--- config.mk ---
export PLATFORM = sky130hd
export DESIGN_NAME = inst_encoder
export DESIGN_NICKNAME = d
export VERILOG_FILES = /design/src/rtl/inst_encoder_pkg.sv /design/src/rtl/inst_encoder_pack.sv /design/src/rtl/inst_encoder.sv
export SDC_FILE = /design/constraint.sdc
export NUM_CORES = 1
export LEC_CHECK = 0
export ABC_AREA = 1
export CAP_MARGIN = 20
export CORE_ASPECT_RATIO = 1.75
export CORE_MARGIN = 3
export CORE_UTILIZATION = 40
export DETAILED_ROUTE_END_ITERATION = 7
export HOLD_SLACK_MARGIN = 0.06
export PLACE_DENSITY_LB_ADDON = 0.12
export RECOVER_POWER = 25
export SYNTH_ARGS = -nofsm -noshare
export SYNTH_HDL_FRONTEND = slang
export SYNTH_SLANG_ARGS = --single-unit
--- constraint.sdc ---
create_clock -name clk -period 2.6 [get_ports clk]
set_clock_uncertainty 0.1 [all_clocks]
set_input_delay 0.52 -clock clk [delete_from_list [all_inputs] [get_ports clk]]
set_output_delay 0.52 -clock clk [all_outputs]
set_load 0.01 [all_outputs]
--- src/rtl/inst_encoder_pkg.sv ---
// rtl/inst_encoder_pkg.sv - shared RV64I op codes, opcodes, funct3 values and format enums
package inst_encoder_pkg;

  typedef enum logic [2:0] {
    OP_ADDI  = 3'd0,
    OP_LD    = 3'd1,
    OP_ADD   = 3'd2,
    OP_AUIPC = 3'd3,
    OP_LUI   = 3'd4,
    OP_JAL   = 3'd5,
    OP_JALR  = 3'd6,
    OP_SD    = 3'd7
  } op_e;

  typedef enum logic [2:0] {
    FMT_R = 3'd1,
    FMT_I = 3'd2,
    FMT_S = 3'd3,
    FMT_U = 3'd5,
    FMT_J = 3'd6
  } fmt_e;

  localparam logic [6:0] OPC_OP_IMM = 7'b0010011;
  localparam logic [6:0] OPC_LOAD   = 7'b0000011;
  localparam logic [6:0] OPC_OP     = 7'b0110011;
  localparam logic [6:0] OPC_AUIPC  = 7'b0010111;
  localparam logic [6:0] OPC_LUI    = 7'b0110111;
  localparam logic [6:0] OPC_JAL    = 7'b1101111;
  localparam logic [6:0] OPC_JALR   = 7'b1100111;
  localparam logic [6:0] OPC_STORE  = 7'b0100011;

  localparam logic [2:0] F3_ADD  = 3'b000;
  localparam logic [2:0] F3_DW   = 3'b011;
  localparam logic [2:0] F3_JALR = 3'b000;
  localparam logic [6:0] F7_ADD  = 7'b0000000;

  function automatic fmt_e op_fmt(input op_e op);
    case (op)
      OP_ADD:            return FMT_R;
      OP_SD:             return FMT_S;
      OP_AUIPC, OP_LUI:  return FMT_U;
      OP_JAL:            return FMT_J;
      default:           return FMT_I;
    endcase
  endfunction

endpackage

--- src/rtl/inst_encoder_pack.sv ---
// rtl/inst_encoder_pack.sv - combinational field packing and immediate range check
module inst_pack
  import inst_encoder_pkg::*;
(
  input  logic [2:0]  i_op,
  input  logic [4:0]  i_rd,
  input  logic [4:0]  i_rs1,
  input  logic [4:0]  i_rs2,
  input  logic [31:0] i_imm,
  output logic [31:0] o_inst,
  output logic        o_ok
);

  op_e        w_op;
  logic [6:0] w_opc;
  logic [2:0] w_f3;
  logic       w_is_fit;
  logic       w_j_fit;
  logic       w_u_fit;

  assign w_op = op_e'(i_op);

  // Sign-extension test: the dropped upper bits must all equal the kept sign bit.
  assign w_is_fit = (&i_imm[31:11]) | ~(|i_imm[31:11]);
  assign w_j_fit  = ((&i_imm[31:20]) | ~(|i_imm[31:20])) & ~i_imm[0];
  assign w_u_fit  = ~(|i_imm[11:0]);

  always_comb begin
    w_opc = OPC_OP_IMM;
    w_f3  = F3_ADD;
    case (w_op)
      OP_ADDI:  begin w_opc = OPC_OP_IMM; w_f3 = F3_ADD;  end
      OP_LD:    begin w_opc = OPC_LOAD;   w_f3 = F3_DW;   end
      OP_ADD:   begin w_opc = OPC_OP;     w_f3 = F3_ADD;  end
      OP_AUIPC: begin w_opc = OPC_AUIPC;  w_f3 = F3_ADD;  end
      OP_LUI:   begin w_opc = OPC_LUI;    w_f3 = F3_ADD;  end
      OP_JAL:   begin w_opc = OPC_JAL;    w_f3 = F3_ADD;  end
      OP_JALR:  begin w_opc = OPC_JALR;   w_f3 = F3_JALR; end
      OP_SD:    begin w_opc = OPC_STORE;  w_f3 = F3_DW;   end
      default:  begin w_opc = OPC_OP_IMM; w_f3 = F3_ADD;  end
    endcase
  end

  always_comb begin
    o_inst = '0;
    o_ok   = 1'b0;
    case (op_fmt(w_op))
      FMT_R: begin
        o_inst = {F7_ADD, i_rs2, i_rs1, w_f3, i_rd, w_opc};
        o_ok   = 1'b1;
      end
      FMT_I: begin
        o_inst = {i_imm[11:0], i_rs1, w_f3, i_rd, w_opc};
        o_ok   = w_is_fit;
      end
      FMT_S: begin
        o_inst = {i_imm[11:5], i_rs2, i_rs1, w_f3, i_imm[4:0], w_opc};
        o_ok   = w_is_fit;
      end
      FMT_U: begin
        o_inst = {i_imm[31:12], i_rd, w_opc};
        o_ok   = w_u_fit;
      end
      FMT_J: begin
        o_inst = {i_imm[20], i_imm[10:1], i_imm[11], i_imm[19:12], i_rd, w_opc};
        o_ok   = w_j_fit;
      end
      default: begin
        o_inst = '0;
        o_ok   = 1'b0;
      end
    endcase
  end

endmodule

--- src/rtl/inst_encoder.sv ---
// rtl/inst_encoder.sv - request handshake, encoder and fall-through output FIFO
module inst_encoder
  import inst_encoder_pkg::*;
#(
  parameter int DEPTH = 4
) (
  input  logic                     clk,
  input  logic                     rst_n,
  input  logic                     req_valid,
  output logic                     req_ready,
  input  logic [2:0]               op,
  input  logic [4:0]               rd,
  input  logic [4:0]               rs1,
  input  logic [4:0]               rs2,
  input  logic [31:0]              imm,
  output logic                     inst_valid,
  input  logic                     inst_ready,
  output logic [31:0]              inst,
  output logic                     err,
  output logic [$clog2(DEPTH):0]   count
);

  localparam int AW = $clog2(DEPTH);
  localparam logic [AW:0] L_FULL = (AW+1)'(DEPTH);

  logic [31:0]   r_mem [DEPTH];
  logic [AW-1:0] r_wptr;
  logic [AW-1:0] r_rptr;
  logic [AW:0]   r_count;
  logic          r_err;

  logic [31:0]   w_packed;
  logic          w_ok;
  logic          w_accept;
  logic          w_push;
  logic          w_pop;

  inst_pack u_pack (
    .i_op   (op),
    .i_rd   (rd),
    .i_rs1  (rs1),
    .i_rs2  (rs2),
    .i_imm  (imm),
    .o_inst (w_packed),
    .o_ok   (w_ok)
  );

  assign req_ready  = (r_count != L_FULL);
  assign inst_valid = (r_count != '0);
  assign w_accept   = req_valid & req_ready;
  assign w_push     = w_accept & w_ok;
  assign w_pop      = inst_valid & inst_ready;
  assign inst       = inst_valid ? r_mem[r_rptr] : '0;
  assign err        = r_err;
  assign count      = r_count;

  // Pointers wrap naturally because DEPTH is a power of two.
  always_ff @(posedge clk or negedge rst_n) begin
    if (!rst_n) begin
      r_wptr  <= '0;
      r_rptr  <= '0;
      r_count <= '0;
      r_err   <= 1'b0;
    end else begin
      r_err <= w_accept & ~w_ok;
      if (w_push) r_wptr <= r_wptr + 1'b1;
      if (w_pop)  r_rptr <= r_rptr + 1'b1;
      case ({w_push, w_pop})
        2'b10:   r_count <= r_count + 1'b1;
        2'b01:   r_count <= r_count - 1'b1;
        default: r_count <= r_count;
      endcase
    end
  end

  always_ff @(posedge clk) begin
    if (w_push) r_mem[r_wptr] <= w_packed;
  end

endmodule

After elaboration in Yosys (flattened, before gate mapping)
Memory sizes are Yosys's and may differ from the RTL's.
Index checks and enable logic that the tools add are counted.
Word-level totals
  flip-flop bits (word level): 8
  bits in latches: 0
  RAM bits: 128
  bits in read-only memories: 56
  output and inout bits: 38
  logic and storage cells: 51
  memories: 2
Cells by class
  add/subtract/negate cells: 4
  multipliers: 0
  divide/modulo/power cells: 0
  order comparisons: 0
  equality and inequality tests: 13
  shift-type cells: 0
  muxes and demuxes: 7
  bitwise gates (word level): 12
  reductions and logical operators: 9
Memories
  r_mem: depth 4, width 32, read ports 1, clocked after Yosys merged registers in 0, wr ports 1, line inst_encoder.sv:26  | logic [31:0] r_mem [DEPTH];
  (name not given): depth 8, width 7, read ports 1, clocked after Yosys merged registers in 0, wr ports 0, line inst_encoder_pack.sv:31  | case (w_op)
Operator list (count)
  $pmux W32 S5: 1
  $mux W32: 1
  $reduce_or A12 Y1: 2
  $reduce_and A21 Y1: 1
  $reduce_or A21 Y1: 1
  $eq A3 B3 Y1 const B: 5
  $eq A3 B2 Y1 const B: 4
  $pmux W3 S4: 1
  $reduce_and A12 Y1: 1
  $pmux W3 S2: 1
  $and A1 B1 Y1: 5
  $not A1 Y1: 5
  $add A2 B1 Y2 const B: 2
  $pmux W1 S4: 1
  $reduce_or A2 Y1: 2
  $add A3 B1 Y3 const B: 1
  $eq A3 B1 Y1 const B: 1
  $ne A3 B3 Y1 const B: 1
  $reduce_bool A3 Y1: 1
  $sub A3 B1 Y3 const B: 1
  $eq A2 B1 Y1 const B: 1
  $eq A2 B2 Y1 const B: 1
  $mux W1: 2
  $or A1 B1 Y1: 2
  $reduce_bool A2 Y1: 1

Logic depth before layout (Yosys ltp)
Gate-level depths: netlist (run 1).
  depth in word-level cells: 9
  mapped depth: 18

Modules after synthesis
A second synthesis (run 1) with hierarchy kept.
Second synthesis, totals
  cells, all modules: 779
  area, all modules: 6976.7 um2
Modules (own cells, without submodules)
  inst_encoder: instances 1, cells an instance 565, area each 5929.4 um2
  inst_pack: instances 1, cells an instance 214, area each 1047.3 um2

Worst setup path before layout (run 1)
No wires, ideal clock.
  kind: input to register
  start: input port op[1]
  end: memory r_mem[0][10], enable pin
  arrival: 2394 ps
  data required time: 2106 ps
  path slack: -288 ps
  cell stages on the path: 11
  cells stage by stage: inv_1 > ha_1 > nand2_1 > nand2_1 > nor2_2 > nand3_1 > nand2_1 > inv_2 > nand3_4 > nand2_4 > nor2_2
On the way
  word-level cells in the longest chain between the ends: 9
RTL lines
  start, declared: line inst_encoder.sv:11  | input logic [2:0] op,
  $eq A3 B2 Y1 / $eq A3 B3 Y1 (equally long branches): line inst_encoder_pkg.sv:38  | case (op)
  $reduce_or A2 Y1: line inst_encoder_pkg.sv:38
  $pmux W3 S4 *: line inst_encoder_pkg.sv:38
  $eq A3 B2 Y1: line inst_encoder_pack.sv:47  | case (op_fmt(w_op))
  $reduce_or A2 Y1 (no line)
  $pmux W1 S4 *: line inst_encoder_pack.sv:47
  $and A1 B1 Y1 *: line inst_encoder.sv:51  | assign w_push = w_accept & w_ok;
  $mux W1 *: line inst_encoder.sv:77  | if (w_push) r_mem[r_wptr] <= w_packed;
  $mux W1 (implied by the code) *: line inst_encoder.sv:77
  end, declared: line inst_encoder.sv:26
Every way passes the cells marked *; elsewhere a longest branch is shown, timed or not.

Final worst setup path (run 1)
  start: register r_rptr[1]
  end: output port inst[1]
On the way
  word-level cells in the longest chain between the ends: 2
RTL lines
  start, declared: line inst_encoder.sv:28  | logic [AW-1:0] r_rptr;
  start signal, assigned: line inst_encoder.sv:67  | if (w_pop) r_rptr <= r_rptr + 1'b1;
  $mem_v2 Z4 W32
  $mux W32: line inst_encoder.sv:53  | assign inst = inst_valid ? r_mem[r_rptr] : '0;
  end, declared: line inst_encoder.sv:18  | output logic [31:0] inst,
Every way passes these cells.

==> summary.md, run 1 <==
| Metric | Value |
|---|---|
| Cell total after placement | 923 |
| Hold crit path type | primary input to asynchronous set/reset pin |
| Die width | 99.4 um |
| Sw Share | 35.2% |
| Startpoint types | flip-flop |
| Seq pwr share | 31.0% |
| TritonCTS clock tree | yes |
| Max Cap Viol | 0 |
| CTS Root Cell | clkbuf_16 |
| Worst-skew pair later-pin latency | 0.42 ns |
| Period Utilization, post-route | 99.0% |
| Final Max Tran Viols | 0 |
| DP Worst Slack | -0.623 ns |
| Critical path class | flip-flop to output pin |
| Final worst-path setup slack | 0.0272 ns |
| Warnings from Yosys | 0 |
| Total clock buffers created by CTS | 17 |
| Wire per inst | 18.0 um |
| Global-route wire length before repair | 26600 um |
| Vias | 4945 |
| Num ports | 92 |
| CTS clock-pin slew for the worst setup and hold paths | 0.06 ns |
| Core box area | 0.0149 sq mm |
| Layout Cells excl Fill | 965 |
| Multi-input gate area | 0.00195 sq mm |
| First DRT Iteration DRCs | 291 |
| Post-synth EDFFs | 124 |
| GR Overflow Total | 0 |
| Leading area contributor after synthesis | edfxtp_1 |
| Sequential-to-total area share from yosys stat | 64.3% |
| Relative slew margins | 72.5% |
| Worst setup EP type | output pin |
| Ys async rst share | 6.06% |
| Final Hold Viols | 0 |
| Seq. cell area | 0.00393 sq mm |
| Nets | 834 |
| Mapped Area | 0.00611 sq mm |
| Max clock buf depth | 2 |
| Fill count | 1303 |
| ANT nets after route | 0 |
| Die Area | 0.0168 sq mm |
| GRT Overall Usage | 21.2% |
| Synth top area share | 61.0% |
| Initial Util | 40.9% |
| Synthesis-to-finish area growth | 38.1% |
| R2R setup slack | 0.48 ns |
| Slowest stage delay, CP | 0.44 ns |
| DRT Wirelength | 17400 um |
| Post-synthesis cell type count | 34 |
| Hpwl dp | 11900 um |
| Pin count of the biggest net entering global routing | 34 |
| Pint | 5460 uW |
| Leakage | 0.00339 uW |
| CP Cell Sequence | clkinvlp_4 -> buf_12 -> buf_16 -> buf_8 -> nor2_4 -> o21ai_2 -> a21oi_2 -> buf_2 |
| Max VDD drop | 0.555 mV |
| Placer Congestion | 0.872 |
| Flops & latches, synth | 132 |
| Syn_nets | 665 |
| FP Rows | 59 |
| Actual slew at the worst max-slew pin | 0.411 ns |
| Drt pass-1 iters | 7 |
| Total clock sinks | 132 |
| I/O Buffers | 91 |
| Synthesized area per cell | 10.2 sq um |
| Initial antenna violation count | 0 |
| Top-count cell post-synth | nor2_1 |
| Register-to-Register Path Depth | 9 |
| Fmax | 0.389 GHz |
| Detailed-route DRC error count | 0 |
| Share of cells above drive strength 1 | 22.4% |
| Syn Inst Count | 600 |
| CP required | 1.98 ns |
| Status | complete, no violations |
| Die height | 169 um |
| Clock group share of total power | 28.9% |
| RR Endpoint | count[1]$_DFFE_PN0P_ |
| R2R Path Start | count[1]$_DFFE_PN0P_ |
| Synth cell count leaders | nor2_1, edfxtp_1, o21ai_0 |
| DR vias/cell | 5.12 |
| # diodes | 0 |
| Min Clock Period, post-route | 2.57 ns |
| CTS hold repair buffers | 0 |
| Post-synth top flop | edfxtp_1 |
| CTS H-tree depth | 4 |
| Synth area leaders | edfxtp_1, nor2_1, o21ai_0, nand2_1, dfrtp_1 |
| Number of global-route vias before repair | 5029 |
| Switching power | 2970 uW |
| Worst Path Max Fanout | 6 |
| Slowest CP cell | dfrtp_1 |
| RSZ-0062 raised after global routing | true |
| CP Data Arrival Time | 1.95 ns |
| Combinational share of power | 40.1% |
| Fin Setup TNS | 0 ns |
| Cell Pwr Density | 999 mW/mm^2 |
| Final setup fails | 0 |
==> sequential cells by signal, indices dropped and copies added (netlist names) <==
register / count
r_mem: 124
count: 3
r_rptr: 2
r_wptr: 2
err: 1
==> worst max-delay path, delay by kind of cell, from the launching register on <==
kind | cells | cell delay [ns]
flops | 1 | 0.44
buf+inv | 5 | 0.81
simple gates | 1 | 0.07
compound gates | 2 | 0.22
==> stage by stage <==
step	cell area [sq um]	total power, uW	hold slack, ns	utilization, %
finish	8430	8430	0.365	56.6
global route	8430	8930	0.381	56.6
CTS	8440	8430	0.300	56.6
detailed placement	7780	6080	0.439	52.2
global placement	7780	6030	0.411	52.2
floorplan	6110	4320	0.124	-
==> layout by cell type (no fill, tap or decap), drive strengths merged <==
cell type	count
clkinvlp	2
nor2	163
edfxtp	124
a21oi	34
nand3	13
o21ai	80
clkbuf	46
dfrtp	8
xor2	1
o211ai	4
nand2	74
o221ai	1
bufinv	3
ha	10
clkinv	6
o2bb2ai	1
xnor2	2
o22ai	4
clkdlybuf4s15	1
a22oi	1
nor3	2
inv	53
dlygate4sd3	2
clkdlybuf4s50	47
fa	1
dlygate4sd2	4
a22o	1
buf	87
nand4	1
dlymetal6s2s	6
==> worst max-delay path by stage <==
stage / startpoint / endpoint / slack (ns)
after floorplan: op[1] / r_mem[0][10]$_DFFE_PP_ / -0.29
after global placement: op[0] / count[2]$_DFFE_PN0P_ / -0.51
after detailed placement: op[0] / count[2]$_DFFE_PN0P_ / -0.62
after CTS: r_rptr[1]$_DFFE_PN0P_ / inst[1] / -0.05
after global routing: r_rptr[1]$_DFFE_PN0P_ / inst[1] / -0.06
final: r_rptr[1]$_DFFE_PN0P_ / inst[1] / 0.03
==> power by group through the flow <==
stage                     clock network, uW  logic (uW)  registers [uW]
after floorplan                           0        1700            2610
after global placement                    0        3390            2630
after detailed placement                  0        3440            2640
after CTS                              2470        3360            2610
after global routing                   2580        3730            2620
final                                  2440        3380            2610
==> per-layer routing <==
layer  track usage (%)  vias up  wire [um]
met3              4.52       43        857
met1              22.6     2350       6330
met2              39.0      172       9530
met5                 0        -          0
met4              10.2        0        680
li1                  -     2380          -
==> layout make-up <==
type | count | area share [%]
inverter | 50 | 2.30
tap | 183 | 2.71
sequential | 132 | 46.5
clock buffer | 18 | 5.09
timing repair buffer | 175 | 18.1
multi-input combinational | 393 | 23.1
clock inverter | 14 | 2.09
==> kinds of logic (layout without fill, tap and decap cells) <==
family / Yosys count / after routing / share of synthesized area [%]
and+or+nand+nor: 253 / 253 / 17.2
DFF: 132 / 132 / 64.3
AOI/OAI and AO/OA: 126 / 126 / 11.0
buffers and inverters: 75 / 257 / 4.71
adders and majority gates: 11 / 11 / 2.38
xor gates and xnor gates: 3 / 3 / 0.430
==> repair_timing <==
action,CTS,global route
buffers inserted,5,4
pin swaps,7,11
gates resized for setup,84,78
endpoints found under the setup margin,159,158
cloned,1,0
No activity file was read; power rests on OpenSTA's default activity.
==> run 2: changes to the inputs <==
--- a/config.mk
+++ b/config.mk
@@ -5,8 +5,6 @@
 export SDC_FILE = /design/constraint.sdc
 export NUM_CORES = 1
 export LEC_CHECK = 0
-export ABC_AREA = 1
-export CAP_MARGIN = 20
 export CORE_ASPECT_RATIO = 1.75
 export CORE_MARGIN = 3
 export CORE_UTILIZATION = 40
==> summary.md, run 2 <==
| Metric | Value |
|---|---|
| Met2 wire length | 8250 um |
| Status | complete, no violations |
| Sequential-to-total area share from yosys stat | 66.7% |
| Total power | 7770 uW |
| Commonest non-fill, non-tap cells in the layout | edfxtp_1, buf_4, mux4_2 |
| Period Utilization, post-route | 99.6% |
| Top sig layer | met4 |
| Register-to-Register Path Depth | 9 |
| Synth cell count leaders | edfxtp_1, and2_1, mux4_2 |
| Cell total after placement | 682 |
| Post-synth top flop | edfxtp_1 |
| Met3 wire length | 766 um |
| Final setup fails | 0 |
| Num ports | 92 |
| Layout Cells excl Fill | 724 |
| ANT nets after route | 0 |
| Worst hold slack | 0.358 ns |
| Nets | 596 |
| Final Hold Viols | 0 |
| CP required | 1.98 ns |
| Post-synthesis cell type count | 43 |
| Die width | 97.7 um |
| Die Area | 0.0163 sq mm |
| FP Rows | 58 |
| R2R setup slack | 0.33 ns |
| Min Clock Period, post-route | 2.59 ns |
| CTS hold repair buffers | 0 |
| Share of cells above drive strength 1 | 40.6% |
| Leading area contributor after synthesis | edfxtp_1 |
| Largest reg by FF count | r_mem |
| Total clock buffers created by CTS | 17 |
| Die height | 166 um |
| Number of global-route vias before repair | 4191 |
| Syn_nets | 418 |
| Max VDD drop | 0.736 mV |
| Synth top area share | 63.3% |
| Relative slew margins | 59.3% |
| Synthesized area per cell | 16.7 sq um |
| DRT met1 WL | 5710 um |
| Seq. cell area | 0.00393 sq mm |
| Pin count of the biggest net entering global routing | 33 |
| Global-route wire length before repair | 23600 um |
| Detailed-route DRC error count | 0 |
| TritonCTS clock tree | yes |
| RSZ-0062 raised after global routing | true |
| First DRT Iteration DRCs | 233 |
| Synthesis-to-finish area growth | 40.9% |
| Top-count cell post-synth | edfxtp_1 |
| Initial antenna violation count | 0 |
| Most common cell after layout, fill and taps aside | edfxtp_1 |
| RR Endpoint | count[2]$_DFFE_PN0P_ |
| Total clock sinks | 132 |
| Fin Setup TNS | 0 ns |
| Core box area | 0.0144 sq mm |
| Multi-input gate area | 0.00196 sq mm |
| CTS clock-pin slew for the worst setup and hold paths | 0.07 ns |
| Worst setup EP type | output pin |
| Warnings from Yosys | 0 |
| Hold crit path type | primary input to asynchronous set/reset pin |
| Cell Pwr Density | 938 mW/mm^2 |
| Syn Inst Count | 353 |
| CP Data Arrival Time | 1.97 ns |
| Final Max Tran Viols | 0 |
| Post-synth EDFFs | 124 |
| Final Util | 57.7% |
| Fmax | 0.386 GHz |
| Number of flip-flops in the largest register | 124 |
| Wire per inst | 20.8 um |
| GR Overflow Total | 0 |
| Initial Util | 40.9% |
| DR vias/cell | 5.27 |
| Max clock buf depth | 2 |
| Ys async rst share | 6.06% |
| Startpoint types | flip-flop |
| Critical path class | flip-flop to output pin |
| Mapped Area | 0.00588 sq mm |
| Drt pass-1 iters | 5 |
| Vias | 3814 |
| Worst-skew pair later-pin latency | 0.41 ns |
| Fill count | 1160 |
| I/O Buffers | 91 |
| DRT Wirelength | 15000 um |
| Worst Path Max Fanout | 7 |
| CTS H-tree depth | 4 |
| Hpwl dp | 10800 um |
| Actual slew at the worst max-slew pin | 0.611 ns |
| # diodes | 0 |
| Leakage | 0.00314 uW |
| GRT Overall Usage | 19.2% |
| Max Cap Viol | 0 |
| Placer Congestion | 0.888 |
| Synth area leaders | edfxtp_1, mux4_2, and2_1, dfrtp_1, a22o_1 |
| CTS Root Cell | clkbuf_16 |
| R2R Path Start | count[1]$_DFFE_PN0P_ |
| Flops & latches, synth | 132 |
run 2: worst max-delay path by stage:
stage / start / end / slack (ns) / depth (start not counted)
after floorplan: imm[12] / count[2]$_DFFE_PN0P_ / -0.19 / 12
after global placement: imm[12] / count[2]$_DFFE_PN0P_ / -0.80 / 13
after detailed placement: imm[12] / count[2]$_DFFE_PN0P_ / -0.85 / 13
after CTS: r_rptr[0]$_DFFE_PN0P_ / inst[11] / -0.07 / 4
after global routing: r_rptr[0]$_DFFE_PN0P_ / inst[10] / -0.08 / 6
final: r_rptr[0]$_DFFE_PN0P_ / inst[10] / 0.01 / 6
run 2: cells by family after synthesis:
logic type / Yosys count / synth area share [%]
and+or+nand+nor: 93 / 9.36
muxes: 33 / 12.3
DFF: 132 / 66.7
xor gates and xnor gates: 6 / 0.894
AOI/OAI and AO/OA: 44 / 5.98
buffers and inverters: 34 / 2.30
adders and majority gates: 11 / 2.47
run 2: timing repair:
action / CTS / global route
setup endpoints to repair: 160 / 134
gates cloned: 1 / 0
buffers inserted: 7 / 3
pin swaps: 19 / 10
gates resized for setup: 144 / 58
run 2: area by class of cell:
type / instances / share of cell area [%]
Clock buffer: 17 / 5.13
Clock inverter: 15 / 1.95
Inverter: 15 / 0.679
Multi-Input combinational cell: 187 / 23.7
Sequential cell: 132 / 47.4
Tap cell: 180 / 2.72
Timing Repair Buffer: 178 / 18.5
run 2: layer usage:
layer	global-route usage, %	vias to the layer above
met5	0	-
met4	6.93	0
met3	4.44	16
met2	33.9	134
met1	22.8	1905
li1	-	1759
run 2: report_power, final:
group          leakage, uW  total, uW  internal, uW  switching, uW
Sequential         0.00122       2560          2480           78.4
Combinational      0.00164       2840          1580           1260
Clock             0.000281       2370          1360           1010
Total              0.00314       7770          5420           2350
run 2: through the flow:
step | setup slack (ns) | instance area, sq um
after floorplan | -0.188 | 5920
after global placement | -0.803 | 7640
after detailed placement | -0.850 | 7640
after CTS | -0.0671 | 8350
after global routing | -0.0773 | 8290
final | 0.0112 | 8290
run 2: worst max-delay path, cell delays in order (launching register included):
cell and delay [ns]:
dfrtp_2 0.40, buf_12 0.14, buf_12 0.13, buf_12 0.11, mux4_2 0.49, and2_1 0.15
buf_2 0.13
